==> config.mk <==
export PLATFORM = sky130hd
export DESIGN_NAME = nn_inference_sequencer_flat
export DESIGN_NICKNAME = d
export VERILOG_FILES = /design/src/rtl/nn_pkg.sv /design/src/rtl/nn_inference_sequencer_if.sv /design/src/rtl/nn_hidden_buf.sv /design/src/rtl/nn_inference_sequencer.sv /design/src/flat_wrapper.sv
export SDC_FILE = /design/constraint.sdc
export NUM_CORES = 2
export LEC_CHECK = 0
export CORE_MARGIN = 2
export CORE_UTILIZATION = 30
export CTS_CLUSTER_DIAMETER = 120
export DETAILED_ROUTE_END_ITERATION = 10
export SYNTH_ARGS = -nofsm -noshare
export SYNTH_HDL_FRONTEND = slang
export SYNTH_SLANG_ARGS = --single-unit
==> constraint.sdc <==
create_clock -name clk -period 37.9 [get_ports clk]
set_input_delay 3.79 -clock clk [delete_from_list [all_inputs] [get_ports clk]]
set_output_delay 3.79 -clock clk [all_outputs]
set_load 0.005 [all_outputs]
==> src/rtl/nn_pkg.sv <==
// Shared types and Q8.8 helpers for the MLP inference sequencer.
package nn_pkg;

   typedef enum logic [2:0] {
      S_IDLE,
      S_L1_MAC,
      S_L1_WB,
      S_L2_MAC,
      S_L2_WB,
      S_ARGMAX,
      S_DONE
   } nn_seq_state_t;

   localparam logic [15:0] ONE_Q = 16'h0100;
   localparam logic [15:0] Q_MAX = 16'h7FFF;
   localparam logic [15:0] Q_MIN = 16'h8000;

   localparam int CANVAS_W   = 28;
   localparam int CANVAS_PIX = CANVAS_W * CANVAS_W;

   // Q16.16 accumulator back to Q8.8, clamped instead of wrapped
   function automatic logic [15:0] sat_q88(input logic signed [63:0] acc);
      logic signed [63:0] r;
      r = acc >>> 8;
      if (r > 64'sd32767) return Q_MAX;
      if (r < -64'sd32768) return Q_MIN;
      return r[15:0];
   endfunction

endpackage

==> src/rtl/nn_inference_sequencer_if.sv <==
// Control, memory-address and result bundle between the sequencer and its canvas/ROM/display.
interface nn_inference_sequencer_if #(
   parameter int DW    = 16,
   parameter int N_OUT = 10,
   parameter int WA_W  = 15
);
   logic                compute;
   logic                busy;
   logic                ready;
   logic [9:0]          pix_addr;
   logic [DW-1:0]       pix_data;
   logic [WA_W-1:0]     w_addr;
   logic [DW-1:0]       w_data;
   logic [N_OUT*DW-1:0] probability;
   logic [3:0]          digit;

   modport master (
      input  compute, pix_data, w_data,
      output busy, ready, pix_addr, w_addr, probability, digit
   );

   modport slave (
      output compute, pix_data, w_data,
      input  busy, ready, pix_addr, w_addr, probability, digit
   );
endinterface

==> src/rtl/nn_hidden_buf.sv <==
// Hidden-activation register file: one synchronous write port, one combinational read port.
module nn_hidden_buf #(
   parameter int N_HID = 32,
   parameter int DW    = 16,
   localparam int HA_W = (N_HID > 1) ? $clog2(N_HID) : 1
) (
   input  logic            clk,
   input  logic            rst,
   input  logic            we,
   input  logic [HA_W-1:0] wr_addr,
   input  logic [DW-1:0]   wr_data,
   input  logic [HA_W-1:0] rd_addr,
   output logic [DW-1:0]   rd_data
);
   logic [DW-1:0] mem [N_HID];

   always_ff @(posedge clk or posedge rst) begin
      if (rst) begin
         for (int k = 0; k < N_HID; k++) mem[k] <= '0;
      end else if (we) begin
         mem[wr_addr] <= wr_data;
      end
   end

   assign rd_data = mem[rd_addr];
endmodule

==> src/rtl/nn_inference_sequencer.sv <==
// Forward-pass sequencer for the canvas MLP: addresses pixels/weights, MACs, ReLU, publishes scores.
// Optional argmax stage enabled by defining NN_SEQ_ARGMAX_EN; without it digit is tied to 4'hF.
module nn_inference_sequencer
   import nn_pkg::*;
#(
   parameter int N_IN  = CANVAS_PIX,
   parameter int N_HID = 32,
   parameter int N_OUT = 10,
   parameter int DW    = 16,
   parameter int ACC_W = 40,
   parameter int WA_W  = 15
) (
   input logic clk,
   input logic rst,
   nn_inference_sequencer_if.master bus
);
   localparam int IDX_W   = $clog2(N_IN + 2);
   localparam int NEU_MAX = (N_HID > N_OUT) ? N_HID : N_OUT;
   localparam int NEU_W   = $clog2(NEU_MAX + 1);
   localparam int HA_W    = (N_HID > 1) ? $clog2(N_HID) : 1;
   localparam int OUT_W   = (N_OUT > 1) ? $clog2(N_OUT) : 1;
   localparam logic [IDX_W-1:0] F1       = IDX_W'(N_IN + 1);
   localparam logic [IDX_W-1:0] F2       = IDX_W'(N_HID + 1);
   localparam logic [IDX_W-1:0] N_IN_I   = IDX_W'(N_IN);
   localparam logic [IDX_W-1:0] N_HID_I  = IDX_W'(N_HID);
   localparam logic [NEU_W-1:0] HID_LAST = NEU_W'(N_HID - 1);
   localparam logic [NEU_W-1:0] OUT_LAST = NEU_W'(N_OUT - 1);

   nn_seq_state_t state, state_next;
   logic c_meta, c_sync, c_prev, start_edge;
   logic [IDX_W-1:0] idx, f_cur;
   logic [NEU_W-1:0] neuron;
   logic in_mac, issue;
   logic signed [DW-1:0] a_sel, a_reg;
   logic signed [2*DW-1:0] prod;
   logic signed [ACC_W-1:0] acc;
   logic [DW-1:0] hid_rd, wb_val, relu_val;
   logic signed [DW-1:0] staging [N_OUT];

   always_ff @(posedge clk or posedge rst) begin
      if (rst) begin
         c_meta <= 1'b0;
         c_sync <= 1'b0;
         c_prev <= 1'b0;
      end else begin
         c_meta <= bus.compute;
         c_sync <= c_meta;
         c_prev <= c_sync;
      end
   end

   assign start_edge = c_sync & ~c_prev;

   always_ff @(posedge clk or posedge rst) begin
      if (rst) state <= S_IDLE;
      else     state <= state_next;
   end

   // The MAC states stay put for F issue cycles plus one drain cycle (idx == F)
   always_comb begin
      state_next = state;
      case (state)
         S_IDLE:   if (start_edge) state_next = S_L1_MAC;
         S_L1_MAC: if (idx == F1) state_next = S_L1_WB;
         S_L1_WB:  state_next = (neuron == HID_LAST) ? S_L2_MAC : S_L1_MAC;
         S_L2_MAC: if (idx == F2) state_next = S_L2_WB;
`ifdef NN_SEQ_ARGMAX_EN
         S_L2_WB:  state_next = (neuron == OUT_LAST) ? S_ARGMAX : S_L2_MAC;
         S_ARGMAX: if (neuron == OUT_LAST) state_next = S_DONE;
`else
         S_L2_WB:  state_next = (neuron == OUT_LAST) ? S_DONE : S_L2_MAC;
`endif
         S_DONE:   state_next = S_IDLE;
         default:  state_next = S_IDLE;
      endcase
   end

   assign in_mac = (state == S_L1_MAC) || (state == S_L2_MAC);
   assign f_cur  = (state == S_L2_MAC) ? F2 : F1;
   assign issue  = in_mac && (idx < f_cur);

   always_comb begin
      a_sel = DW'(ONE_Q);
      if (state == S_L1_MAC && idx < N_IN_I)
         a_sel = bus.pix_data;
      else if (state == S_L2_MAC && idx < N_HID_I)
         a_sel = hid_rd;
   end

   assign prod     = a_reg * $signed(bus.w_data);
   assign wb_val   = sat_q88(64'(acc));
   assign relu_val = wb_val[DW-1] ? '0 : wb_val;
   assign bus.busy  = (state != S_IDLE);
   assign bus.ready = (state == S_DONE);

`ifdef NN_SEQ_ARGMAX_EN
   logic signed [DW-1:0] best;
   logic [3:0] best_idx, digit_q;
   logic arg_better;
   assign arg_better = (neuron == '0) || (staging[neuron[OUT_W-1:0]] > best);
   assign bus.digit  = digit_q;
`else
   assign bus.digit = 4'hF;
`endif

   // Results are loaded on the edge into DONE so they are valid while ready is high
   always_ff @(posedge clk or posedge rst) begin
      if (rst) begin
         idx             <= '0;
         neuron          <= '0;
         a_reg           <= '0;
         acc             <= '0;
         bus.pix_addr    <= '0;
         bus.w_addr      <= '0;
         bus.probability <= '0;
         for (int k = 0; k < N_OUT; k++) staging[k] <= '0;
`ifdef NN_SEQ_ARGMAX_EN
         best     <= '0;
         best_idx <= '0;
         digit_q  <= 4'hF;
`endif
      end else begin
         case (state)
            S_IDLE: begin
               idx          <= '0;
               neuron       <= '0;
               bus.pix_addr <= '0;
               bus.w_addr   <= '0;
            end
            S_L1_MAC, S_L2_MAC: begin
               if (issue) begin
                  a_reg      <= a_sel;
                  bus.w_addr <= bus.w_addr + 1'b1;
                  if (state == S_L1_MAC)
                     bus.pix_addr <= (idx + 1'b1 < N_IN_I) ? bus.pix_addr + 10'd1 : '0;
               end
               acc <= (idx == '0) ? '0 : acc + ACC_W'(prod);
               idx <= idx + 1'b1;
            end
            S_L1_WB: begin
               idx    <= '0;
               neuron <= (neuron == HID_LAST) ? '0 : neuron + 1'b1;
            end
            S_L2_WB: begin
               idx    <= '0;
               neuron <= (neuron == OUT_LAST) ? '0 : neuron + 1'b1;
               staging[neuron[OUT_W-1:0]] <= wb_val;
`ifndef NN_SEQ_ARGMAX_EN
               if (neuron == OUT_LAST)
                  for (int k = 0; k < N_OUT; k++)
                     bus.probability[k*DW +: DW] <= (k == int'(neuron)) ? wb_val : staging[k];
`endif
            end
`ifdef NN_SEQ_ARGMAX_EN
            S_ARGMAX: begin
               neuron <= (neuron == OUT_LAST) ? '0 : neuron + 1'b1;
               if (arg_better) begin
                  best     <= staging[neuron[OUT_W-1:0]];
                  best_idx <= 4'(neuron);
               end
               if (neuron == OUT_LAST) begin
                  for (int k = 0; k < N_OUT; k++) bus.probability[k*DW +: DW] <= staging[k];
                  digit_q <= arg_better ? 4'(neuron) : best_idx;
               end
            end
`endif
            default: ;
         endcase
      end
   end

   nn_hidden_buf #(.N_HID(N_HID), .DW(DW)) u_hid (
      .clk     (clk),
      .rst     (rst),
      .we      (state == S_L1_WB),
      .wr_addr (neuron[HA_W-1:0]),
      .wr_data (relu_val),
      .rd_addr (idx[HA_W-1:0]),
      .rd_data (hid_rd)
   );
endmodule

==> src/flat_wrapper.sv <==
// flat-port wrapper written by rule: the top's interface ports become plain ports
module nn_inference_sequencer_flat import nn_pkg::*;
#(
   parameter int N_IN  = CANVAS_PIX,
   parameter int N_HID = 32,
   parameter int N_OUT = 10,
   parameter int DW    = 16,
   parameter int ACC_W = 40,
   parameter int WA_W  = 15
)
  (clk, rst, bus_compute, bus_pix_data, bus_w_data, bus_busy, bus_ready, bus_pix_addr, bus_w_addr, bus_probability, bus_digit);
  nn_inference_sequencer_if #(.DW(DW), .N_OUT(N_OUT), .WA_W(WA_W)) bus_i ();
  input logic clk;
  input logic rst;
  input wire logic [$bits(bus_i.compute)-1:0] bus_compute;
  input wire logic [$bits(bus_i.pix_data)-1:0] bus_pix_data;
  input wire logic [$bits(bus_i.w_data)-1:0] bus_w_data;
  output wire logic [$bits(bus_i.busy)-1:0] bus_busy;
  output wire logic [$bits(bus_i.ready)-1:0] bus_ready;
  output wire logic [$bits(bus_i.pix_addr)-1:0] bus_pix_addr;
  output wire logic [$bits(bus_i.w_addr)-1:0] bus_w_addr;
  output wire logic [$bits(bus_i.probability)-1:0] bus_probability;
  output wire logic [$bits(bus_i.digit)-1:0] bus_digit;
  assign bus_i.compute = bus_compute;
  assign bus_i.pix_data = bus_pix_data;
  assign bus_i.w_data = bus_w_data;
  assign bus_busy = bus_i.busy;
  assign bus_ready = bus_i.ready;
  assign bus_pix_addr = bus_i.pix_addr;
  assign bus_w_addr = bus_i.w_addr;
  assign bus_probability = bus_i.probability;
  assign bus_digit = bus_i.digit;
  nn_inference_sequencer #(.N_IN(N_IN), .N_HID(N_HID), .N_OUT(N_OUT), .DW(DW), .ACC_W(ACC_W), .WA_W(WA_W)) u_core (.clk(clk), .rst(rst), .bus(bus_i));
endmodule
# [Yosys cells after proc, flatten, opt, wreduce, memory -nomap -nowiden]
# Index checks and enable logic that the tools add are counted.
[totals] ramBits=0 memories=0 output_inout_bits=191 rom_bits=0 latchBits=0 regBits=935
[op_classes] mux=47 mul=1 n_eq_ne=23 reduce_logical=20 n_addsub=5 magnitude_cmp=11 n_div=0 bitwise_logic=5 shift=0
[op_table] op="$bwmux 512" count=1
[op_table] op="$mux 16" count=20
[op_table] op="$bwmux 160" count=1
[op_table] op="$bmux 16 s5" count=1
[op_table] op="$demux 16 s5" count=1
[op_table] op="$demux 16 s4" count=1
[op_table] op="$add 40x40->40" count=1
[op_table] op="$mux 10" count=4
[op_table] op="$mux 40" count=1
[op_table] op="$pmux 10 s2" count=2
[op_table] op="$gt 32x16->1 const B" count=1
[op_table] op="$lt 32x16->1 const B" count=1
[op_table] op="$mul 16x16->32" count=1
[op_table] op="$mux 15" count=2
[op_table] op="$pmux 15 s2" count=1
[op_table] op="$eq 4x6->1 const A" count=4
[op_table] op="$add 10x1->10 const B" count=2
[op_table] op="$lt 10x10->1 const B" count=2
[op_table] op="$pmux 6 s3" count=1
[op_table] op="$add 15x1->15 const B" count=1
[op_table] op="$pmux 3 s5" count=1
[op_table] op="$eq 3x6->1 const A" count=2
[op_table] op="$eq 5x6->1 const A" count=2
[op_table] op="$ge 6x6->1 const B" count=2
[op_table] op="34 further kinds" count=56

# [Depth between registers and ports, before layout]
[depth] ltp_word=7 mapped_depth=36 ltp_nobuf=34

# [Cells and area by module]
# From an unflattened synthesis, not the netlist that was laid out.
[unflattened] cells_unflattened=4564 area_unflattened_um2=52193.8
[modules_own_cells] mod="nn_inference_sequencer" cells_per_inst=2833 area_each_um2=27921.8 instances=1
[modules_own_cells] mod="nn_hidden_buf" cells_per_inst=1731 area_each_um2=24272.0 instances=1

# [Worst setup path after synthesis]
# Ideal clock, no wire load.
[synth_path] kind="input -> register" startpoint="input port bus_w_data[6]" endpoint="register u_core.acc[39]" setup_slack_ps=26772 setup_ps=79 arrival_ps=11049 required_time_ps=37821 cell_stages=33 cell_sequence="clkbuf_1 and2_1 fa_1 inv_1 fa_1 fa_1 fa_1 inv_1 fa_1 inv_1 fa_1 inv_1 ha_1 a21o_1 a21o_1 a21oi_1 o31ai_4 a31oi_1 o31a_1 o21ai_0 xor2_1 ha_1 buf_2 a21oi_1 o21ai_1 nor3_1 o21ai_0 a31oi_1 a211oi_2 o2111ai_1 and3_1 o31a_1 mux2i_1"
[synth_via] elab_chain_len=3
[synth_rtl] item="from (decl)" line="flat_wrapper.sv:17" text="input wire logic [$bits(bus_i.w_data)-1:0] bus_w_data;"
[synth_rtl] item="$mul 16x16->32" line="nn_inference_sequencer.sv:90" text="assign prod = a_reg * $signed(bus.w_data);"
[synth_rtl] item="$add 40x40->40" line="nn_inference_sequencer.sv:137" text="acc <= (idx == '0) ? '0 : acc + ACC_W'(prod);"
[synth_rtl] item="$mux 40" line="nn_inference_sequencer.sv:137"
[synth_rtl] item="to (signal assigned)" line="nn_inference_sequencer.sv:137"
[synth_rtl] item="to (decl)" line="nn_inference_sequencer.sv:36" text="logic signed [ACC_W-1:0] acc;"
# No other way between the ends.
# A chain may end at the register's enable or synchronous reset.

# [Final worst setup path]
[layout_path] startpoint="input port bus_w_data[1]" endpoint="register u_core.acc[39]"
# The elaborated chain is that of the path after synthesis.

==> results.md <==
- Dpl cells: roughly 7000
- Pre-antenna DRT Iters: 5
- Met2 wire len: approximately 67000 µm
- Fin. max-slew vios: 0
- CP Buf/Inv Count: 4
- Largest Register: u_core.u_hid.mem
- Post-Layout Cell Count: a little over 7000
- Cell family with most CP delay: adder cells
- Flop2flop setup slack: about 29 ns
- Cells after synthesis: a little under 5000
- GPL Wtd Cong: about 0.84
- GRT overflow: 0
- Top cell type's share of synthesized area: 0.453
- R2r worst-path depth: 28
- Actual transition at the worst max-transition pin: 1.22 ns
- All-Layer GR Usage: 0.162
- Setup repair bufs after CTS: 0
- EDFF count, synth: 0
- CTS H-tree lvls: 3
- Vias: between 30000 and 40000
- Distinct cells, synth: 78
- Setup TNS: 0 ns
- Core ar.: between 0.15 and 0.2 mm²
- Yosys warning count: 0
- Port Buffers: 221
- Kind of critical path: primary input to flip-flop
- RSZ-0062 raised after global routing: no
- Synth Area in Simple Gates: 0.132
- # setup viols final: 0
- Die ar.: around 0.17 mm²
- Sequential-to-total area share from yosys stat: 0.453
- Rel. slew slack: 0.186
- Final Hold Vio Count: 0
- I/O pin count: 226
- Post-synthesis mux area share: 0.0754
- #FFs+latches synth: between 800 and 900
- DR WL/cell: between 15 and 20 µm
- Die H: slightly above 400 µm
- Critical path's slowest cell: fa_1
- Worst-Skew Late Latency: roughly 0.72 ns
- Cell Area, Placed: about 0.053 mm²
- Critical Path Source Type: primary input
- CTS Buf Count: roughly 100
- Final HPWL DP: a little over 90000 µm
- Clk root buf: clkbuf_16
- Max incr delay on CP: between 0.9 and 1 ns
- Area fraction in compound gates after synthesis: 0.127
- Reg2reg end: u_core.acc[39]
- PostCTS Resize Cnt: 0
- Final #Nets: between 5000 and 6000
- Maxcap violations: 0
- Worst Setup End Kind: flip-flop
- Setup crit start: bus_w_data[1]
- Routed WL: about 130000 µm
- Initial antenna violation count: 7
- Asr flop ratio synth: 1.00
- Post-Synth XOR/XNOR Area: 0.0154
- Worst hold path class: flip-flop to flip-flop
- CTS Hold Bufs: 0
- Sinks on Clock Net: 887
- CTS tree: yes
- Post-route minimum period: 11.99 ns
- Die span in x: around 410 µm
- Mapped Area: slightly below 0.05 mm²
- Signal arrival time at the worst endpoint: ~13 ns
- M1 wire length: around 59000 µm
- Largest family of logic cells by synthesized area: adder cells
- Crit path depth: 29
- Top post-synthesis cells by area: dfrtp_1 45%, fa_1 11%, nand2_1 9.1%, o21ai_0 9.0%, mux4_2 6.9%
- Biggest regs: u_core.u_hid.mem: 480 flops, u_core.bus.probability: 160 flops, u_core.staging: 144 flops
- Effective utilization at floorplan: 0.301
- Largest net degree at the start of global routing: ~260
- Vias in the first global route: ~35000
- Syn_area_per_cell: 9.94 µm²
- CP required: between 30 and 40 ns
- Clock-pin slew on the worst setup and hold paths: 0.06 ns
- Area leader, netlist: dfrtp_1
- Most used DFF post-synth: dfrtp_1
- FP Rows: around 150
- Status: finished, final reports clean
- Post-synthesis adder-cell area fraction: 0.143
- Highest metal used: met4
- R2r startpoint: u_core.a_reg[15]
- CP dominant cell by count: fa_1
- Drt drc: 0
- Clk_skew: around 0.065 ns
- Vias per inst: 4.81
- Max FFs per register: 480
- Final Instance Area: 0.0566 mm²
- Routed wl met3: 5180 µm
- Detail Route Antenna Nets: 0
- Setup crit end: u_core.acc[39]
- Crit path max fanout: 16
- First-pass GRT wire length: 212000 µm
- Area Growth Syn to Fin: 15.7%
- Deepest clock path buffer count: 3
- Fraction of layout cells with a size suffix above 1: 0.0904
- Max frequency: between 0.08 and 0.09 GHz
- First DRT Iteration DRCs: around 2500
- Fin crit share: 0.316
- Fin Hold WS: about 0.36 ns
-- kinds of logic (layout without fill, tap and decap cells) --
logic type                 count (synthesis)  in the layout
and+or+nand+nor                         1554           1554
AOI/OAI and AO/OA                       1132           1132
DFF                                      887            887
buffers and inverters                    686            803
adders and majority gates                400            400
muxes                                    180            180
xor gates and xnor gates                  86             86
other                                      1              7
-- cell usage in the layout, fill, tap and decap left out, types with 15 or more instances in the layout --
master	instances
ha_1	137
o21ai_0	868
mux2i_1	19
mux4_2	150
clkbuf_16	100
xnor2_1	50
o21ai_1	28
and3_1	20
a21o_1	29
nand2_1	1181
and2_1	133
buf_4	64
clkbuf_8	23
inv_1	335
nand4_1	15
nor2_1	105
nand3_1	32
o31ai_1	15
dfrtp_1	883
fa_1	263
a21oi_1	78
xor2_1	36
clkdlybuf4s50_1	221
-- synthesized netlist by cell type, drive strengths merged (16+ instances only) --
cell and instances:
nand2 1182, o21ai 904, dfrtp 887, inv 336
clkbuf 305, fa 263, mux4 150, ha 137
and2 133, nor2 106, a21oi 82, xnor2 50
buf 45, xor2 36, nand3 33, a21o 29
and3 20, mux2i 19, o21bai 19, nor3 16
o31ai 16
-- layer usage --
layer	track usage	up-vias
li1	-	16353
met1	0.215	17612
met2	0.278	617
met3	0.0211	179
met4	0.0456	0
met5	0	-
-- how the worst min path moves through the flow --
stage	start	end	slack, ns	cells past startpoint
finish	u_core.c_meta	u_core.c_sync	0.36	0
global route	u_core.c_meta	u_core.c_sync	0.37	0
CTS	u_core.c_meta	u_core.c_sync	0.36	0
detailed placement	u_core.c_meta	u_core.c_sync	0.35	0
global placement	u_core.c_meta	u_core.c_sync	0.34	0
floorplan	u_core.c_meta	u_core.c_sync	0.33	0
-- through the flow --
stage / setup slack (ns) / utilization
4_1_cts: 26.03 / 0.349
3_3_place_gp: 25.43 / 0.328
5_1_grt: 25.34 / 0.349
2_1_floorplan: 9.18 / -
3_5_place_dp: 25.26 / 0.328
6_report: 25.91 / 0.349
-- layout make-up --
type / instances / area (µm²)
Inverter: 336 / 1270
Multi-Input combinational cell: 3356 / 24200
Antenna cell: 3 / 7.51
Clock buffer: 137 / 2870
Timing Repair Buffer: 289 / 2770
Fill cell: 16335 / 106000
Sequential cell: 887 / 22200
Tap cell: 2175 / 2720
Clock inverter: 41 / 553
Power is not shown: default switching activity piles up to over one toggle a cycle in this logic, so the estimate is an artifact.
